## src/rtl/cam_dvp_capture_module_if.sv

```systemverilog
// DVP camera bus, frame-buffer write port and status for cam_dvp_capture_module.
// The optional statistics signals exist only when CAPTURE_STATS_EN is defined.
interface cam_dvp_capture_module_if;
  logic        cam_vsync;
  logic        cam_href;
  logic [7:0]  cam_data;
  logic        capture_en;
  logic        fifo_full;
  logic        err_clr;
  logic [15:0] pix_data;
  logic        pix_wr;
  logic        frame_start;
  logic        frame_done;
  logic        err_ovf;
  logic        err_odd;
  logic        err_geom;
`ifdef CAPTURE_STATS_EN
  logic [15:0] frame_cnt;
  logic [11:0] last_line_len;
  logic [10:0] last_frame_lines;

  modport master (
    output cam_vsync, cam_href, cam_data, capture_en, fifo_full, err_clr,
    input  pix_data, pix_wr, frame_start, frame_done, err_ovf, err_odd, err_geom,
    input  frame_cnt, last_line_len, last_frame_lines
  );
  modport slave (
    input  cam_vsync, cam_href, cam_data, capture_en, fifo_full, err_clr,
    output pix_data, pix_wr, frame_start, frame_done, err_ovf, err_odd, err_geom,
    output frame_cnt, last_line_len, last_frame_lines
  );
`else
  modport master (
    output cam_vsync, cam_href, cam_data, capture_en, fifo_full, err_clr,
    input  pix_data, pix_wr, frame_start, frame_done, err_ovf, err_odd, err_geom
  );
  modport slave (
    input  cam_vsync, cam_href, cam_data, capture_en, fifo_full, err_clr,
    output pix_data, pix_wr, frame_start, frame_done, err_ovf, err_odd, err_geom
  );
`endif
endinterface

```

## src/rtl/cam_dvp_capture_module.sv

```systemverilog
// DVP camera capture: packs byte pairs into RGB565 words for the frame-buffer FIFO.
// Optional macro CAPTURE_STATS_EN adds frame/line statistics outputs.
module cam_dvp_capture_module #(
  parameter int unsigned SKIP_FRAMES = 10,
  parameter int unsigned H_PIXELS    = 1024,
  parameter int unsigned V_LINES     = 720
) (
  input logic                      CLK,
  input logic                      RSTn,
  cam_dvp_capture_module_if.slave  bus
);

  localparam int unsigned LINE_W  = 12;
  localparam int unsigned FRAME_W = 11;
  localparam int unsigned SKIP_W  = $clog2(SKIP_FRAMES + 2);

  localparam logic [1:0] ST_SKIP   = 2'd0;
  localparam logic [1:0] ST_WAIT   = 2'd1;
  localparam logic [1:0] ST_ACTIVE = 2'd2;

  logic [1:0]         state_q, state_d;
  logic               vsync_s1_q, vsync_s2_q, href_s1_q, href_s2_q;
  logic [7:0]         data_s1_q;
  logic [SKIP_W-1:0]  skip_cnt_q, skip_cnt_d;
  logic               phase_q, phase_d;
  logic [7:0]         hi_q, hi_d;
  logic [LINE_W-1:0]  line_len_q, line_len_d;
  logic [FRAME_W-1:0] frame_lines_q, frame_lines_d;
  logic [15:0]        pix_data_q, pix_data_d;
  logic               pix_wr_q, pix_wr_d;
  logic               frame_start_q, frame_start_d;
  logic               frame_done_q, frame_done_d;
  logic               err_ovf_q, err_ovf_d;
  logic               err_odd_q, err_odd_d;
  logic               err_geom_q, err_geom_d;
  logic               ovf_set, odd_set, geom_set;
  logic               vs_rise, vs_fall, href_rise, href_fall;
`ifdef CAPTURE_STATS_EN
  logic [15:0]        frame_cnt_q, frame_cnt_d;
  logic [LINE_W-1:0]  last_line_len_q, last_line_len_d;
  logic [FRAME_W-1:0] last_frame_lines_q, last_frame_lines_d;
`endif

  assign vs_rise   =  vsync_s1_q & ~vsync_s2_q;
  assign vs_fall   = ~vsync_s1_q &  vsync_s2_q;
  assign href_rise =  href_s1_q  & ~href_s2_q;
  assign href_fall = ~href_s1_q  &  href_s2_q;

  always_ff @(posedge CLK or negedge RSTn) begin
    if (!RSTn) begin
      state_q       <= ST_SKIP;
      vsync_s1_q    <= 1'b0;
      vsync_s2_q    <= 1'b0;
      href_s1_q     <= 1'b0;
      href_s2_q     <= 1'b0;
      data_s1_q     <= '0;
      skip_cnt_q    <= '0;
      phase_q       <= 1'b0;
      hi_q          <= '0;
      line_len_q    <= '0;
      frame_lines_q <= '0;
      pix_data_q    <= '0;
      pix_wr_q      <= 1'b0;
      frame_start_q <= 1'b0;
      frame_done_q  <= 1'b0;
      err_ovf_q     <= 1'b0;
      err_odd_q     <= 1'b0;
      err_geom_q    <= 1'b0;
`ifdef CAPTURE_STATS_EN
      frame_cnt_q        <= '0;
      last_line_len_q    <= '0;
      last_frame_lines_q <= '0;
`endif
    end else begin
      state_q       <= state_d;
      vsync_s1_q    <= bus.cam_vsync;
      vsync_s2_q    <= vsync_s1_q;
      href_s1_q     <= bus.cam_href;
      href_s2_q     <= href_s1_q;
      data_s1_q     <= bus.cam_data;
      skip_cnt_q    <= skip_cnt_d;
      phase_q       <= phase_d;
      hi_q          <= hi_d;
      line_len_q    <= line_len_d;
      frame_lines_q <= frame_lines_d;
      pix_data_q    <= pix_data_d;
      pix_wr_q      <= pix_wr_d;
      frame_start_q <= frame_start_d;
      frame_done_q  <= frame_done_d;
      err_ovf_q     <= err_ovf_d;
      err_odd_q     <= err_odd_d;
      err_geom_q    <= err_geom_d;
`ifdef CAPTURE_STATS_EN
      frame_cnt_q        <= frame_cnt_d;
      last_line_len_q    <= last_line_len_d;
      last_frame_lines_q <= last_frame_lines_d;
`endif
    end
  end

  // Frame sequencing, byte packing, geometry checks and sticky error flags.
  always_comb begin
    state_d       = state_q;
    skip_cnt_d    = skip_cnt_q;
    phase_d       = phase_q;
    hi_d          = hi_q;
    line_len_d    = line_len_q;
    frame_lines_d = frame_lines_q;
    pix_data_d    = pix_data_q;
    pix_wr_d      = 1'b0;
    frame_start_d = 1'b0;
    frame_done_d  = 1'b0;
    ovf_set       = 1'b0;
    odd_set       = 1'b0;
    geom_set      = 1'b0;
`ifdef CAPTURE_STATS_EN
    frame_cnt_d        = frame_cnt_q;
    last_line_len_d    = last_line_len_q;
    last_frame_lines_d = last_frame_lines_q;
`endif

    case (state_q)
      ST_SKIP: begin
        if (skip_cnt_q == SKIP_W'(SKIP_FRAMES)) begin
          state_d = ST_WAIT;
        end else if (vs_rise) begin
          skip_cnt_d = skip_cnt_q + SKIP_W'(1);
        end
      end
      ST_WAIT: begin
        if (vs_fall && bus.capture_en) begin
          state_d       = ST_ACTIVE;
          frame_start_d = 1'b1;
          frame_lines_d = '0;
        end
      end
      ST_ACTIVE: begin
        if (href_s1_q) begin
          phase_d = ~phase_q;
          if (!phase_q) begin
            hi_d = data_s1_q;
          end else begin
            // A word blocked by a full FIFO is lost but still occupies a line slot.
            line_len_d = line_len_q + LINE_W'(1);
            if (bus.fifo_full) begin
              ovf_set = 1'b1;
            end else begin
              pix_wr_d   = 1'b1;
              pix_data_d = {hi_q, data_s1_q};
            end
          end
        end
        if (href_rise) begin
          line_len_d = '0;
        end
        if (href_fall) begin
          odd_set       = phase_q;
          geom_set      = (line_len_q != LINE_W'(H_PIXELS));
          frame_lines_d = frame_lines_q + FRAME_W'(1);
`ifdef CAPTURE_STATS_EN
          last_line_len_d = line_len_q;
`endif
        end
        if (vs_rise) begin
          state_d      = ST_WAIT;
          frame_done_d = 1'b1;
          if (frame_lines_d != FRAME_W'(V_LINES)) begin
            geom_set = 1'b1;
          end
`ifdef CAPTURE_STATS_EN
          frame_cnt_d        = frame_cnt_q + 16'd1;
          last_frame_lines_d = frame_lines_d;
`endif
        end
      end
      default: state_d = ST_SKIP;
    endcase

    if (href_fall) begin
      phase_d = 1'b0;
    end

    err_ovf_d  = ovf_set  | (err_ovf_q  & ~bus.err_clr);
    err_odd_d  = odd_set  | (err_odd_q  & ~bus.err_clr);
    err_geom_d = geom_set | (err_geom_q & ~bus.err_clr);
  end

  assign bus.pix_data    = pix_data_q;
  assign bus.pix_wr      = pix_wr_q;
  assign bus.frame_start = frame_start_q;
  assign bus.frame_done  = frame_done_q;
  assign bus.err_ovf     = err_ovf_q;
  assign bus.err_odd     = err_odd_q;
  assign bus.err_geom    = err_geom_q;
`ifdef CAPTURE_STATS_EN
  assign bus.frame_cnt        = frame_cnt_q;
  assign bus.last_line_len    = last_line_len_q;
  assign bus.last_frame_lines = last_frame_lines_q;
`endif

endmodule

```

## src/flat_wrapper.sv

```systemverilog
// flat-port wrapper written by rule: the top's interface ports become plain ports
module cam_dvp_capture_module_flat 
#(
  parameter int unsigned SKIP_FRAMES = 10,
  parameter int unsigned H_PIXELS    = 1024,
  parameter int unsigned V_LINES     = 720
)
  (CLK, RSTn, bus_cam_vsync, bus_cam_href, bus_cam_data, bus_capture_en, bus_fifo_full, bus_err_clr, bus_pix_data, bus_pix_wr, bus_frame_start, bus_frame_done, bus_err_ovf, bus_err_odd, bus_err_geom);
  cam_dvp_capture_module_if bus_i ();
  input logic CLK;
  input logic RSTn;
  input wire logic [$bits(bus_i.cam_vsync)-1:0] bus_cam_vsync;
  input wire logic [$bits(bus_i.cam_href)-1:0] bus_cam_href;
  input wire logic [$bits(bus_i.cam_data)-1:0] bus_cam_data;
  input wire logic [$bits(bus_i.capture_en)-1:0] bus_capture_en;
  input wire logic [$bits(bus_i.fifo_full)-1:0] bus_fifo_full;
  input wire logic [$bits(bus_i.err_clr)-1:0] bus_err_clr;
  output wire logic [$bits(bus_i.pix_data)-1:0] bus_pix_data;
  output wire logic [$bits(bus_i.pix_wr)-1:0] bus_pix_wr;
  output wire logic [$bits(bus_i.frame_start)-1:0] bus_frame_start;
  output wire logic [$bits(bus_i.frame_done)-1:0] bus_frame_done;
  output wire logic [$bits(bus_i.err_ovf)-1:0] bus_err_ovf;
  output wire logic [$bits(bus_i.err_odd)-1:0] bus_err_odd;
  output wire logic [$bits(bus_i.err_geom)-1:0] bus_err_geom;
  assign bus_i.cam_vsync = bus_cam_vsync;
  assign bus_i.cam_href = bus_cam_href;
  assign bus_i.cam_data = bus_cam_data;
  assign bus_i.capture_en = bus_capture_en;
  assign bus_i.fifo_full = bus_fifo_full;
  assign bus_i.err_clr = bus_err_clr;
  assign bus_pix_data = bus_i.pix_data;
  assign bus_pix_wr = bus_i.pix_wr;
  assign bus_frame_start = bus_i.frame_start;
  assign bus_frame_done = bus_i.frame_done;
  assign bus_err_ovf = bus_i.err_ovf;
  assign bus_err_odd = bus_i.err_odd;
  assign bus_err_geom = bus_i.err_geom;
  cam_dvp_capture_module #(.SKIP_FRAMES(SKIP_FRAMES), .H_PIXELS(H_PIXELS), .V_LINES(V_LINES)) u_core (.CLK(CLK), .RSTn(RSTn), .bus(bus_i));
endmodule
```

## config.mk

```make
export PLATFORM = sky130hd
export DESIGN_NAME = cam_dvp_capture_module_flat
export DESIGN_NICKNAME = d
export VERILOG_FILES = /design/src/rtl/cam_dvp_capture_module_if.sv /design/src/rtl/cam_dvp_capture_module.sv /design/src/flat_wrapper.sv
export SDC_FILE = /design/constraint.sdc
export NUM_CORES = 1
export LEC_CHECK = 0
export ABC_AREA = 0
export BUFFER_PORTS_ARGS = -buffer_cell sky130_fd_sc_hd__buf_2
export CAP_MARGIN = 25
export CORE_MARGIN = 2
export CORE_UTILIZATION = 48
export CTS_CLUSTER_SIZE = 20
export DETAILED_ROUTE_END_ITERATION = 10
export GPL_TIMING_DRIVEN = 0
export MAX_ROUTING_LAYER = met4
export PLACE_DENSITY_LB_ADDON = 0.2
export SYNTH_ARGS = -nofsm -noshare
export SYNTH_HDL_FRONTEND = slang
export SYNTH_SLANG_ARGS = --single-unit
export TNS_END_PERCENT = 1
```

## constraint.sdc

```tcl
create_clock -name CLK -period 1.89 [get_ports CLK]
set_input_delay 0.189 -clock CLK [delete_from_list [all_inputs] [get_ports CLK]]
set_output_delay 0.189 -clock CLK [all_outputs]
set_load 0.05 [all_outputs]
```

Word-level counts from Yosys, hierarchy flattened:

Cells that the tools add are included.

* $add $sub $neg: 3
* eq/ne operators: 8
* muxes and demuxes: 32
* bitwise operators: 18
* reductions and logical operators: 14

Operators with widths (count)
* 2-to-1 mux 12 bit: 3
* 2-to-1 mux 11 bit: 3
* one-hot mux 11 bit (2 select lines): 1
* 2-to-1 mux 1 bit: 21
* adder 12 x 1 -> 12 bit, second input constant: 1
* != test 12 x 11 -> 1 bit, second input constant: 1
* AND reduction 3 bit: 4
* adder 11 x 1 -> 11 bit, second input constant: 1
* != test 11 x 10 -> 1 bit, second input constant: 1
* nonzero test 2 bit: 5
* NOT 1 bit: 8
* AND 1 bit: 7
* 2-to-1 mux 2 bit: 3
* != test 2 x 1 -> 1 bit, second input constant: 3
* one-hot mux 2 bit (3 select lines): 1
* adder 4 x 1 -> 4 bit, second input constant: 1
* == test 4 bit, second input constant: 1
* AND reduction 2 bit: 2
* AND reduction 4 bit: 1
* OR 1 bit: 3
* == test 2 x 1 -> 1 bit, second input constant: 1
* == test 2 bit, second input constant: 1
* zero test 2 bit: 1
* logical AND 1 bit: 1

* register bits: 72
* bits of input ports: 15
* logic and storage cells: 93

Longest topological paths before layout:

* word-level depth: 9
* mapped depth: 7
* depth with buffers taken out: 7

Worst setup path after synthesis:

OpenSTA, ideal clock, no wires.

* path type: register -> register
* start: reg u_core.frame_lines_q[0]
* end: reg u_core.err_geom_q, in the netlist u_core.bus.err_geom
* library setup time: 0.135 ns
* arrival: 1.680 ns
* setup slack: 0.075 ns
* cell stages (with the launch flop): 7
* cells stage by stage: dfrtp_1 ha_1 or4bb_1 o31ai_1 o2111ai_1 a2111oi_2 o31ai_1

* cells in the longest elaborated chain, start to end: 8

RTL lines
* from (decl): RTL line cam_dvp_capture_module.sv:28 `logic [FRAME_W-1:0] frame_lines_q, frame_lines_d;`
* from (signal assigned): RTL line cam_dvp_capture_module.sv:85 `frame_lines_q <= frame_lines_d;`
* adder 11 x 1 -> 11 bit: RTL line cam_dvp_capture_module.sv:159 `frame_lines_d = frame_lines_q + FRAME_W'(1);`
* 2-to-1 mux 11 bit *: RTL line cam_dvp_capture_module.sv:156 `if (href_fall) begin`
* 2-to-1 mux 11 bit *: RTL line cam_dvp_capture_module.sv:122 `case (state_q)`
* != test 11 x 10 -> 1 bit *: RTL line cam_dvp_capture_module.sv:167 `if (frame_lines_d != FRAME_W'(V_LINES)) begin`
* 2-to-1 mux 1 bit *: RTL line cam_dvp_capture_module.sv:167
* 2-to-1 mux 1 bit *: RTL line cam_dvp_capture_module.sv:164 `if (vs_rise) begin`
* 2-to-1 mux 1 bit *: RTL line cam_dvp_capture_module.sv:122
* OR 1 bit *: RTL line cam_dvp_capture_module.sv:185 `err_geom_d = geom_set | (err_geom_q & ~bus.err_clr);`
* named net u_core.err_geom_d: RTL line cam_dvp_capture_module.sv:35 `logic err_geom_q, err_geom_d;`
* to (signal assigned): RTL line cam_dvp_capture_module.sv:92 `err_geom_q <= err_geom_d;`
* to (decl): RTL line cam_dvp_capture_module.sv:35

Mark *: on every way through the listed nets, which the timed path passes. The rest lies on a longest branch. The select of a mux whose other input is x is not followed.
A chain may end at the register's enable or synchronous reset.

Worst setup path after layout:

Same ends and word-level chain as after synthesis.

==> impl_metrics.py <==
metrics = {
    "clocking": {
        "cts_tree": "built",
        "numCtsBuffers": 9,
        "cts.path.max_buffers": 2,
        "insertion_delay_ns": 0.35,
        "clk_pin_slew_worst_paths_ns": 0.07,
        "clock_sinks": 72,
        "cts_root_buf": "clkbuf_8",
        "cts_htree_levels": 3,
    },
    "power_and_ir_drop": {
        "total_power_mw": 4.13,
        "power_density_mw_per_mm2": 1080,
        "p_leak_nw": 1.77,
        "ir_worst_vdd_mv": 0.835,
    },
    "synthesis": {
        "ys.flop_type": "dfrtp_1",
        "synth.distinct_cells": 49,
        "syn_inst": 268,
        "ys_seq_area_frac": 0.568,
        "syn_nets": 288,
        "syn-cell-area_mm2": 0.00317,
        "synth_area_per_cell_um2": 11.8,
        "synth_edf_count": 0,
        "ys_warn_count": 0,
        "ys_seq_elements": 72,
        "async_reset_ff_frac": 1.00,
    },
    "outcome": {
        "status": "finished, violations left",
        "violations": "negative setup slack",
    },
    "global_route": {
        "grtUsageTotal": 0.184,
        "grt_pass1_wl_um": 9950,
        "antenna_found_initial": 0,
        "grt-ovfl-total": 0,
        "grt_pass1_vias": 2161,
        "grt_max_degree": 73,
    },
    "job": {
        "maxCapViolCount": 0,
    },
    "floorplanning": {
        "ioPinCount": 37,
        "std_cell_rows": 29,
        "fp.coreArea_mm2": 0.00639,
        "die_h_um": 85.3,
        "die_width_um": 85.3,
        "initial_core_util": 0.497,
        "dieArea_mm2": 0.00728,
    },
    "finish": {
        "nets": 348,
        "layout_commonest_cell": "dfrtp_1",
        "fin_cells": 410,
        "final_cell_mix": "dfrtp_1, buf_2, o21ai_0, mux2_2, nor2_1",
        "drive_gt1_frac": 0.276,
        "n_antenna_cell": 0,
        "area_growth_pct": 20.6,
        "final_util": 0.599,
    },
    "min_path": {
        "hold_path_class": "primary input to register",
    },
    "routing": {
        "drc": 0,
        "dr_total_vias": 2225,
        "wl_um": 5860,
        "wl_per_cell_um": 14.3,
        "drtIter0Drc": 92,
        "vias_per_cell": 5.43,
        "ant_nets": 0,
        "first_pass_iters": 4,
    },
    "timing": {
        "fin_ws_ns": -0.0187,
        "grt_setup_unrepaired": "true",
        "tightest_slew_ns": 0.879,
        "hold_viol_final": 0,
        "skew_ns": 0.00485,
        "fin_crit_ns": 1.91,
        "finalCritPeriodShare": 1.01,
        "slew_headroom": 0.414,
        "finalSetupViolations": 1,
        "fin_hold_ws_ns": 0.0321,
        "final_max_slew_viol_count": 0,
        "fmax_mhz": 524,
    },
    "setup_path": {
        "path_class": "register to register",
        "worstPathArrival_ns": 2.12,
        "reg2regPathDepth": 6,
        "r2r_slack_ns": -0.02,
        "worstPathCellList": "ha_4 > or4bb_1 > o31ai_2 > o2111ai_1 > a2111oi_2 > o31ai_1",
        "critPathMaxFanout": 2,
        "cp-startpoint": "u_core.frame_lines_q[0]",
        "r2r-end": "u_core.bus.err_geom",
        "critical-path-max-stage-delay_ns": 0.48,
        "critPathLaunchType": "register",
        "regToRegStartpoint": "u_core.frame_lines_q[0]",
        "cpMaxStageDelayCell": "or4bb_1",
        "crit_path_end": "u_core.bus.err_geom",
        "cp.required_ns": 2.10,
        "end_kind": "register",
    },
    "place": {
        "place.gp.congestion": 0.796,
        "dp_cells": 381,
        "post-place-ws_ns": -0.0983,
        "dp_hpwl_um": 3850,
        "portBuffers": 36,
    },
}
==> timing repair <==
| action | CTS | global route |
|---|---|---|
| hold buffers | 11 | 0 |
| endpoints found under the hold margin | 82 | 0 |
| endpoints found under the setup margin | 5 | 13 |
| setup buffers | 2 | 0 |
| resized for setup | 5 | 6 |
| pin swaps | 1 | 0 |
==> worst min path at each step <==
stage | from | to | cells after the start
2_1_floorplan | RSTn | u_core.bus.err_geom | 0
3_3_place_gp | bus_cam_data[7] | u_core.data_s1_q[7] | 1
3_5_place_dp | bus_cam_href | u_core.href_s1_q | 1
4_1_cts | bus_err_clr | u_core.bus.err_ovf | 2
5_1_grt | bus_err_clr | u_core.bus.err_ovf | 2
6_report | bus_err_clr | u_core.bus.err_ovf | 2
==> worst max-delay path, delay by kind of cell (launching register included) <==
kind	cells	cell delay [ns]
AO/OA/AOI/OAI	4	0.61
adder cells (fa/ha/maj)	1	0.24
flip-flops	1	0.43
AND/OR/NAND/NOR	1	0.48
==> cells in the mapped netlist (2+ instances only) <==
| cell | number | share of area |
|---|---|---|
| or3_1 | 4 | 0.0079 |
| ha_1 | 5 | 0.020 |
| dfrtp_1 | 72 | 0.57 |
| nor3_1 | 4 | 0.0063 |
| nor3b_1 | 2 | 0.0047 |
| xnor2_1 | 9 | 0.025 |
| a31oi_1 | 5 | 0.0099 |
| and3_1 | 2 | 0.0039 |
| o21ai_0 | 25 | 0.039 |
| nor2_1 | 15 | 0.018 |
| and2_1 | 2 | 0.0039 |
| o31ai_1 | 3 | 0.0071 |
| buf_4 | 3 | 0.0071 |
| nand2b_1 | 4 | 0.0079 |
| nor2b_1 | 3 | 0.0059 |
| mux2_1 | 9 | 0.032 |
| and4_1 | 3 | 0.0083 |
| a22o_1 | 2 | 0.0055 |
| mux2_2 | 17 | 0.060 |
| a21oi_1 | 7 | 0.011 |
| nand4_1 | 6 | 0.012 |
| nand2_1 | 13 | 0.015 |
| xor2_1 | 3 | 0.0083 |
| inv_1 | 8 | 0.0095 |
| nand4b_1 | 2 | 0.0055 |
| clkbuf_1 | 4 | 0.0047 |
| a21boi_0 | 2 | 0.0047 |
| nand3_1 | 10 | 0.016 |
| nand3b_1 | 2 | 0.0047 |
| nor4_1 | 3 | 0.0059 |
==> layer usage <==
metal | routed length [µm] | global-route usage | vias to the layer above
met5 | 0 | - | -
met2 | 2640 | 0.263 | 41
met3 | 224 | 0.0438 | 17
met1 | 2840 | 0.240 | 1083
met4 | 165 | 0.104 | 0
li1 | - | - | 1084
==> cell families (layout without fill, tap and decap cells) <==
family / after synthesis / after routing / share of synthesized area
AO/OA/AOI/OAI: 51 / 51 / 0.0970
buffers and inverters: 17 / 82 / 0.0264
XOR/XNOR: 12 / 12 / 0.0331
adder cells (fa/ha/maj): 5 / 5 / 0.0197
flip-flops: 72 / 72 / 0.568
AND/OR/NAND/NOR: 85 / 85 / 0.164
multiplexers: 26 / 26 / 0.0923
==> state kept, by name, indices dropped and copies added (netlist names), 2 cells and up <==
| register | count |
|---|---|
| u_core.frame_lines_q | 11 |
| u_core.state_q | 2 |
| u_core.hi_q | 8 |
| u_core.bus.pix_data | 16 |
| u_core.line_len_q | 12 |
| u_core.data_s1_q | 8 |
| u_core.skip_cnt_q | 4 |
==> cell type report <==
cell class / instances / area, µm²
Multi-Input combinational cell: 179 / 1320
Timing Repair Buffer: 49 / 308
Tap cell: 77 / 96.3
Fill cell: 543 / 2560
Clock buffer: 12 / 155
Inverter: 8 / 30.0
Clock inverter: 4 / 52.6
Sequential cell: 72 / 1810
Buffer: 9 / 61.3
==> where the power goes <==
part	leakage, nW	internal [mW]	switching, mW	total [mW]
logic	0.733	0.373	0.490	0.863
registers	0.943	1.80	0.200	2.00
clock network	0.0948	0.682	0.583	1.26
==> per-stage QoR <==
stage	cell area [µm²]	TNS (ns)
2_1_floorplan	3170	0
3_3_place_gp	3450	-0.101
3_5_place_dp	3450	-0.0983
4_1_cts	3810	-0.000310
5_1_grt	3830	-0.135
6_report	3830	-0.0187
No activity file was read; power rests on OpenSTA's default activity.
